--- src/rtl/sha256unit_pkt_tx_pkg.sv ---
// Shared definitions for the sha256unit input-stream feeder: packet codes,
// field lengths, FSM states and the latched candidate record.
package sha256unit_pkt_tx_pkg;

  localparam int unsigned UNIT_INPUT_WIDTH = 8;

  localparam logic [2:0] PKT_TYPE_DATA = 3'b000;
  localparam logic [2:0] PKT_TYPE_INIT = 3'b001;

  localparam int unsigned CNT_LEN  = 4;
  localparam int unsigned SLEN_LEN = 4;
  localparam int unsigned SALT_LEN = 16;
  localparam int unsigned IDS_LEN  = 8;
  localparam int unsigned KLEN_LEN = 8;
  localparam int unsigned KEY_MAX  = 64;

  typedef enum logic [3:0] {
    S_IDLE, S_INIT, S_HDR, S_CNT, S_SLEN, S_SALT, S_IDS, S_KLEN, S_KEY, S_END
  } state_t;

  typedef struct packed {
    logic [31:0]  cnt;
    logic [7:0]   salt_len;
    logic [127:0] salt;
    logic [63:0]  ids;
    logic [6:0]   key_len;
    logic [511:0] key;
  } rec_t;

  // Index of the final byte of the field emitted in state s.
  function automatic logic [5:0] field_last(input state_t s, input logic [6:0] key_len);
    logic [6:0] padded;
    padded = (key_len + 7'd3) & 7'h7C;
    case (s)
      S_CNT:   return 6'(CNT_LEN - 1);
      S_SLEN:  return 6'(SLEN_LEN - 1);
      S_SALT:  return 6'(SALT_LEN - 1);
      S_IDS:   return 6'(IDS_LEN - 1);
      S_KLEN:  return 6'(KLEN_LEN - 1);
      S_KEY:   return 6'(padded - 7'd1);
      default: return '0;
    endcase
  endfunction

  function automatic state_t next_field(input state_t s, input logic [6:0] key_len);
    case (s)
      S_HDR:   return S_CNT;
      S_CNT:   return S_SLEN;
      S_SLEN:  return S_SALT;
      S_SALT:  return S_IDS;
      S_IDS:   return S_KLEN;
      S_KLEN:  return (key_len == '0) ? S_END : S_KEY;
      S_KEY:   return S_END;
      default: return S_IDLE;
    endcase
  endfunction

endpackage

--- src/rtl/sha256unit_pkt_tx_mux.sv ---
// Combinational byte selector: picks the current stream byte from the latched
// record by state and byte counter, zeroing bytes beyond salt/key length.
module sha256unit_pkt_tx_mux
  import sha256unit_pkt_tx_pkg::*;
(
  input  state_t      state_i,
  input  logic [5:0]  ctr_i,
  input  rec_t        rec_i,
  input  logic [4:0]  init_data_i,
  output logic [7:0]  byte_o
);

  always_comb begin
    byte_o = '0;
    case (state_i)
      S_INIT:       byte_o = {init_data_i, PKT_TYPE_INIT};
      S_HDR, S_END: byte_o = {5'd0, PKT_TYPE_DATA};
      S_CNT:        byte_o = rec_i.cnt[{ctr_i[1:0], 3'b000} +: 8];
      S_SLEN:       if (ctr_i == '0) byte_o = rec_i.salt_len;
      S_SALT:       if ({2'b00, ctr_i} < rec_i.salt_len)
                      byte_o = rec_i.salt[{ctr_i[3:0], 3'b000} +: 8];
      S_IDS:        byte_o = rec_i.ids[{ctr_i[2:0], 3'b000} +: 8];
      S_KLEN:       if (ctr_i == '0) byte_o = {1'b0, rec_i.key_len};
      S_KEY:        if ({1'b0, ctr_i} < rec_i.key_len)
                      byte_o = rec_i.key[{ctr_i, 3'b000} +: 8];
      default:      byte_o = '0;
    endcase
  end

endmodule

--- src/rtl/sha256unit_pkt_tx.sv ---
// Feeder for one sha256unit: serializes candidate records and init requests
// into the unit's byte-wide ctrl-framed stream, honouring ready and afull.
module sha256unit_pkt_tx #(
  parameter int unsigned UNIT_INPUT_WIDTH = 8,
  parameter int unsigned AFULL_SLACK      = 4
) (
  input  logic                        CLK,
  input  logic                        RST,
  input  logic                        rec_valid,
  output logic                        rec_ready,
  input  logic [31:0]                 cnt,
  input  logic [7:0]                  salt_len,
  input  logic [127:0]                salt,
  input  logic [63:0]                 ids,
  input  logic [6:0]                  key_len,
  input  logic [511:0]                key,
  input  logic                        init_req,
  input  logic [4:0]                  init_data,
  output logic                        init_ack,
  output logic [UNIT_INPUT_WIDTH-1:0] unit_in,
  output logic                        unit_in_ctrl,
  output logic                        unit_in_wr_en,
  input  logic                        unit_in_afull,
  input  logic                        unit_in_ready,
  output logic                        busy
);
  import sha256unit_pkt_tx_pkg::*;

  if (UNIT_INPUT_WIDTH != 8 || AFULL_SLACK < 1) begin : g_cfg_check
    $error("sha256unit_pkt_tx: only 8-bit unit input with nonzero afull slack is supported");
  end

  state_t     state_q, state_d;
  logic [5:0] ctr_q, ctr_d;
  rec_t       rec_q, rec_d;
  logic [4:0] init_q, init_d;
  logic       rec_ready_q, rec_ready_d;
  logic       init_ack_q, init_ack_d;
  logic       busy_q, busy_d;
  logic       wr_en_q, wr_en_d;
  logic       ctrl_q, ctrl_d;
  logic [UNIT_INPUT_WIDTH-1:0] data_q, data_d;
  logic [7:0] mux_byte;
  logic [5:0] last;

  sha256unit_pkt_tx_mux u_mux (
    .state_i     (state_q),
    .ctr_i       (ctr_q),
    .rec_i       (rec_q),
    .init_data_i (init_q),
    .byte_o      (mux_byte)
  );

  // afull seen at an edge suppresses the write registered on that edge, so
  // no word is written after afull has been sampled; state and counter hold.
  always_comb begin
    state_d     = state_q;
    ctr_d       = ctr_q;
    rec_d       = rec_q;
    init_d      = init_q;
    rec_ready_d = 1'b0;
    init_ack_d  = 1'b0;
    busy_d      = 1'b0;
    wr_en_d     = 1'b0;
    ctrl_d      = 1'b0;
    data_d      = data_q;
    last        = field_last(state_q, rec_q.key_len);
    case (state_q)
      S_IDLE: begin
        if (init_req) begin
          init_d  = init_data;
          state_d = S_INIT;
        end else if (rec_valid && unit_in_ready && !unit_in_afull) begin
          rec_ready_d    = 1'b1;
          busy_d         = 1'b1;
          state_d        = S_HDR;
          ctr_d          = '0;
          rec_d.cnt      = cnt;
          rec_d.salt_len = salt_len;
          rec_d.salt     = salt;
          rec_d.ids      = ids;
          rec_d.key_len  = (key_len > 7'(KEY_MAX)) ? 7'(KEY_MAX) : key_len;
          rec_d.key      = key;
        end
      end
      S_INIT: begin
        if (!unit_in_afull) begin
          wr_en_d    = 1'b1;
          ctrl_d     = 1'b1;
          data_d     = mux_byte;
          init_ack_d = 1'b1;
          state_d    = S_IDLE;
        end
      end
      default: begin
        busy_d = 1'b1;
        if (!unit_in_afull) begin
          wr_en_d = 1'b1;
          ctrl_d  = (state_q == S_HDR) || (state_q == S_END);
          data_d  = mux_byte;
          if (ctr_q == last) begin
            ctr_d   = '0;
            state_d = next_field(state_q, rec_q.key_len);
          end else begin
            ctr_d = ctr_q + 6'd1;
          end
        end
      end
    endcase
  end

  always_ff @(posedge CLK) begin
    if (RST) begin
      state_q     <= S_IDLE;
      ctr_q       <= '0;
      rec_q       <= '0;
      init_q      <= '0;
      rec_ready_q <= 1'b0;
      init_ack_q  <= 1'b0;
      busy_q      <= 1'b0;
      wr_en_q     <= 1'b0;
      ctrl_q      <= 1'b0;
      data_q      <= '0;
    end else begin
      state_q     <= state_d;
      ctr_q       <= ctr_d;
      rec_q       <= rec_d;
      init_q      <= init_d;
      rec_ready_q <= rec_ready_d;
      init_ack_q  <= init_ack_d;
      busy_q      <= busy_d;
      wr_en_q     <= wr_en_d;
      ctrl_q      <= ctrl_d;
      data_q      <= data_d;
    end
  end

  assign rec_ready     = rec_ready_q;
  assign init_ack      = init_ack_q;
  assign busy          = busy_q;
  assign unit_in_wr_en = wr_en_q;
  assign unit_in_ctrl  = ctrl_q;
  assign unit_in       = data_q;

endmodule

--- config.mk ---
export PLATFORM = sky130hd
export DESIGN_NAME = sha256unit_pkt_tx
export DESIGN_NICKNAME = d
export VERILOG_FILES = /design/src/rtl/sha256unit_pkt_tx_pkg.sv /design/src/rtl/sha256unit_pkt_tx_mux.sv /design/src/rtl/sha256unit_pkt_tx.sv
export SDC_FILE = /design/constraint.sdc
export NUM_CORES = 2
export LEC_CHECK = 0
export CELL_PAD_IN_SITES_DETAIL_PLACEMENT = 0
export CELL_PAD_IN_SITES_GLOBAL_PLACEMENT = 2
export CORE_MARGIN = 2
export CORE_UTILIZATION = 32
export DETAILED_ROUTE_END_ITERATION = 10
export HOLD_SLACK_MARGIN = 0.12
export PLACE_DENSITY_LB_ADDON = 0.1
export SLEW_MARGIN = 15
export SYNTH_ARGS = -nofsm -noshare
export SYNTH_HDL_FRONTEND = slang
export SYNTH_SLANG_ARGS = --single-unit
export TNS_END_PERCENT = 20
--- constraint.sdc ---
create_clock -name CLK -period 4.4 [get_ports CLK]
set_input_delay 1.32 -clock CLK [delete_from_list [all_inputs] [get_ports CLK]]
set_output_delay 1.32 -clock CLK [all_outputs]
set_load 0.1 [all_outputs]
* After elaboration in Yosys (flattened, before gate mapping)
Cells that the tools add are included.
** Storage, ports and cells
- Flip-flop bits (word level) :: 779
- Input port bits :: 762
- Output and inout bits :: 13
- Logic and storage cells :: 88
** Cells by class
- Add/sub/neg operators :: 3
- Magnitude comparators :: 3
- Eq/ne operators :: 15
- Shifts and indexed selects :: 4
- Multiplexer cells :: 26
- Bitwise logic cells :: 4
- Reduce and logical (&&, ||, !) cells :: 18
** Operator list (number)
- 512-bit by 10-bit indexed part select with 8-bit output :: 1
- 128-bit by 8-bit indexed part select with 8-bit output :: 1
- 64-bit by 7-bit indexed part select with 8-bit output :: 1
- 8-bit case mux with 7 select lines :: 1
- 32-bit by 6-bit indexed part select with 8-bit output :: 1
- 4-bit case mux with 7 select lines :: 1
- 6-bit 2-to-1 mux :: 4
- 8-bit 2-to-1 mux :: 3
- 6-bit case mux with 4 select lines :: 1
- 4-bit 2-to-1 mux :: 5
- 4-bit by 3-bit equality test with 1-bit output, second input constant :: 4
- 7-bit 2-to-1 mux :: 2
- 6-bit case mux with 2 select lines :: 1
- 2-bit OR reduction :: 5
- 4-bit by 2-bit equality test with 1-bit output, second input constant :: 2
- 4-bit equality test, second input constant :: 2
- 6-bit by 8-bit less-than comparator with 1-bit output :: 1
- 4-bit case mux with 2 select lines :: 1
- 4-bit AND reduction :: 2
- 7-bit > comparator, second input constant :: 1
- 7-bit zero test :: 1
- 6-bit by 7-bit less-than comparator with 1-bit output :: 1
- 6-bit by 1-bit adder with 6-bit output, second input constant :: 1
- 6-bit by 2-bit adder with 6-bit output, second input constant :: 1
- 17 further kinds :: 29

* Depth between registers and ports, before layout
- Word-level depth :: 7
- Gate-level depth with buffers :: 12
- Gate-level depth less buffers :: 8

* Modules after synthesis
A second synthesis with hierarchy kept.
** Unflattened totals
- Cells, all modules :: 4064
- Area, all modules :: 33535.9 µm²
** By module, submodules not included
- sha256unit_pkt_tx :: instances 1, cells each 3448, area an instance 26879.5 µm², seq. area each 15595.0 µm²
- sha256unit_pkt_tx_mux :: instances 1, cells each 616, area an instance 6656.4 µm², seq. area each 0.0 µm²

* Worst setup path before layout
Ideal clock, no wire load.
- Path type :: in2reg
- From :: in init_req
- To :: reg rec_q[627] (netlist bit)
- Library setup time :: 70 ps
- Arrival time :: 2830 ps
- Setup slack :: 1500 ps
- Stages :: 9
- Path buffers :: 4
- Path through :: clkbuf_1 nand3b_1 nor2_1 nand2_1 buf_2 clkbuf_1 clkbuf_1 nand2_1 a21oi_1
** Between the ends
- Word-level cells in the longest chain between the ends :: 2
** Ends and longest elaborated chain
- start: declaration :: RTL line sha256unit_pkt_tx.sv:17 : input logic init_req,
- 1-bit inverter (no line)
- 3-bit AND reduction (no line)
- end signal: assignment :: RTL line sha256unit_pkt_tx.sv:127 : rec_q <= rec_d;
- end: declaration :: RTL line sha256unit_pkt_tx.sv:35 : rec_t rec_q, rec_d;
No other way between the ends.
A chain may end at the register's enable or synchronous reset.

* Final worst setup path
- From :: reg data_q[6], in the netlist unit_in[6]
- To :: out unit_in[6]
** RTL lines
- start: declaration :: RTL line sha256unit_pkt_tx.sv:42 : logic [UNIT_INPUT_WIDTH-1:0] data_q, data_d;
- start signal: assignment :: RTL line sha256unit_pkt_tx.sv:134 : data_q <= data_d;
- end: declaration :: RTL line sha256unit_pkt_tx.sv:20 : output logic [UNIT_INPUT_WIDTH-1:0] unit_in,
No word-level cell between the ends.

==> flow_summary.yaml <==
worst_hold_path:
  min_path_type: "reg2reg"
  worstHoldStart: "rec_q[622]$_SDFFE_PP0P_"
setup_path:
  crit_arrival_ns: 2.27
  rr_startpoint: "ctr_q[0]$_SDFFE_PP0P_"
  critPathSlowestCell: "clkdlybuf4s50_1"
  critPathKind: "reg2out"
  cp_max_fo: 2
  cp-startpoint: "unit_in[6]$_SDFFE_PP0P_"
  required_ns: 3.08
  path_delay_family: "buffers and inverters"
  cp_slowest_stage_delay_ns: 1.21
  cp-end-kind: "primary output"
  crit_chain: "clkdlybuf4s50_1"
  cp_num_buf_inv: 1
  crit_path_start_kind: "flop"
clock_tree:
  post_cts_buffers: 0
  clockRootBuffer: "clkbuf_16"
  cts_buffers: 90
  cts_sinks: 779
  htreeDepth: 3
  hold_buffers: 0
  ctsResizeCount: 0
  cts_tree: "built"
  max-clock-path-buffers: 3
  clock_latency_ns: 0.69
  cts.clk_slew.worst_paths_ns: 0.06
grt:
  grt_remaining_overflow: 0
  grt_use_total_pct: 25.0
  grt_max_degree: 147
  grt_pass1_wl_um: 200000
  antenna_found_initial: 36
  grt_pass1_vias: 30137
synthesis:
  synth_nets: 4736
  yosysMostFrequentCell: "nand2_1"
  synth_seq_area_share_pct: 46.5
  synth_edf_count: 0
  netlist.area_leader.share_pct: 46.5
  netlist_area_mm2: 0.0335
  synth_common_cells: "nand2_1, dfxtp_1, a21oi_1"
  synth.distinct_cells: 68
  yosys-top-cells-area: "dfxtp_1, nand2_1, mux4_2"
  synth_cells: 3962
  yosys_warnings: 0
  ys_ff_latch: 779
  avgSynthCellArea_um2: 8.46
  synthArstFlopShare_pct: 0
  synth-main-ff-cell: "dfxtp_1"
  synth_top_area_cell: "dfxtp_1"
drt:
  vias: 30224
  wire_per_inst_um: 23.0
  route.detailed.drc: 0
  routed_wl_um: 139000
  drtIter0Drc: 2087
  vias_per_cell: 5.01
  drt_first_pass_iters: 5
  drtAntennaViolNets: 0
die:
  rows: 118
  start_util_pct: 32.3
  ios: 775
  fp.dieW_um: 328
  core_region_area_mm2: 0.104
  die-area_mm2: 0.107
  die_y_um: 328
place:
  gp_congestion: 0.825
  port_buffers: 774
  pre_cts_ws_ns: 0.795
  dp_hpwl_um: 100000
  place_inst: 5852
timing:
  fin_tns_setup_ns: 0
  setup_ws_ns: 0.813
  skew_ns: 0.0266
  relSlewSlack_pct: 25.9
  grt_setup_unrepaired: "no"
  period_needed_ns: 3.59
  worstMarginPinSlew_ns: 1.11
  timing.hold.ws_ns: 0.449
  setup_violations: 0
  hold_viol_final: 0
  finalCritPeriodShare_pct: 81.5
  slew_violations: 0
  clock.fmax_mhz: 279
finish:
  final_nets: 5338
  fin_cells: 6033
  area_growth_pct: 35.4
  drive_above_1_share_pct: 9.22
power:
  ir_drop_mv: 0.284
  power_density_mw_per_mm2: 391
  p_leak_nw: 14.7
status:
  status: "finished, final reports clean"
job:
  drv_cap: 0
[where the power goes]
part	switching [mW]	leakage, nW	internal (mW)
clock network	3.21	1.44	4.30
registers	0.213	6.30	7.36
logic	1.41	6.94	1.24
[through the flow]
step | instance area, um2 | power, mW | utilization (%)
global route | 45400 | 18.4 | 43.8
global placement | 42400 | 10.4 | 40.9
detailed placement | 42400 | 10.4 | 40.9
floorplan | 33500 | 9.07 | -
CTS | 45400 | 18.0 | 43.7
finish | 45400 | 17.7 | 43.8
[cells in the final DEF, fill, tap and decap left out, types with 12 or more instances in the layout]
cell	instances
o22ai_1	29
a31oi_1	12
clkdlybuf4s50_1	766
ha_1	12
a22oi_1	18
buf_12	34
mux4_2	188
a21oi_1	775
mux2i_1	42
buf_4	36
dfxtp_1	775
inv_1	16
clkbuf_16	91
nand3_1	19
clkbuf_1	21
nor2_1	35
and2_1	12
diode_2	20
clkbuf_8	28
nand2_1	1553
[area by class of cell]
type	count	area, um2
fillers	10608	58400
multi-input cells	2840	16400
flip-flops and latches	779	15600
repair buffers	837	8630
clock buffers	140	2740
well taps	1380	1730
clock inverters	21	205
inverters	16	60.1
diodes	20	50.0
[cells by family (layout without fill, tap and decap cells)]
group	Yosys count	in the layout	synth area share, %
flip-flops	779	779	46.5
other	0	20	0
AND/OR/NAND/NOR	1680	1680	19.6
adder cells (fa/ha/maj)	12	12	0.448
XOR/XNOR	1	1	0.0261
AO/OA/AOI/OAI	915	915	14.8
buffers and inverters	343	1014	4.67
multiplexers	232	232	13.9
[registers in the layout (all words and copies together) (netlist names)]
signal         cells
init_ack           1
rec_ready          1
rec_q            751
init_q             5
ctr_q              6
state_q            4
unit_in            8
unit_in_ctrl       1
unit_in_wr_en      1
busy               1
[layer usage]
layer / track usage [%] / part of all wire [%] / wire [um]
met4: 7.33 / 2.3 / 3240
met5: 0 / 0.11 / 150
met2: 42.3 / 49 / 67900
met1: 31.9 / 43 / 60000
met3: 5.44 / 5.3 / 7390
[path summary, 6_finish.rpt]
path                            slack (ns)  cells past startpoint                       to
worst max-delay path                  0.81                      1               unit_in[6]
worst min-delay path                  0.45                      2  rec_q[622]$_SDFFE_PP0P_
worst min register to register        0.45                      2  rec_q[622]$_SDFFE_PP0P_
worst max register to register        1.15                      6  unit_in[6]$_SDFFE_PP0P_
(Power assumes the default switching activity.)
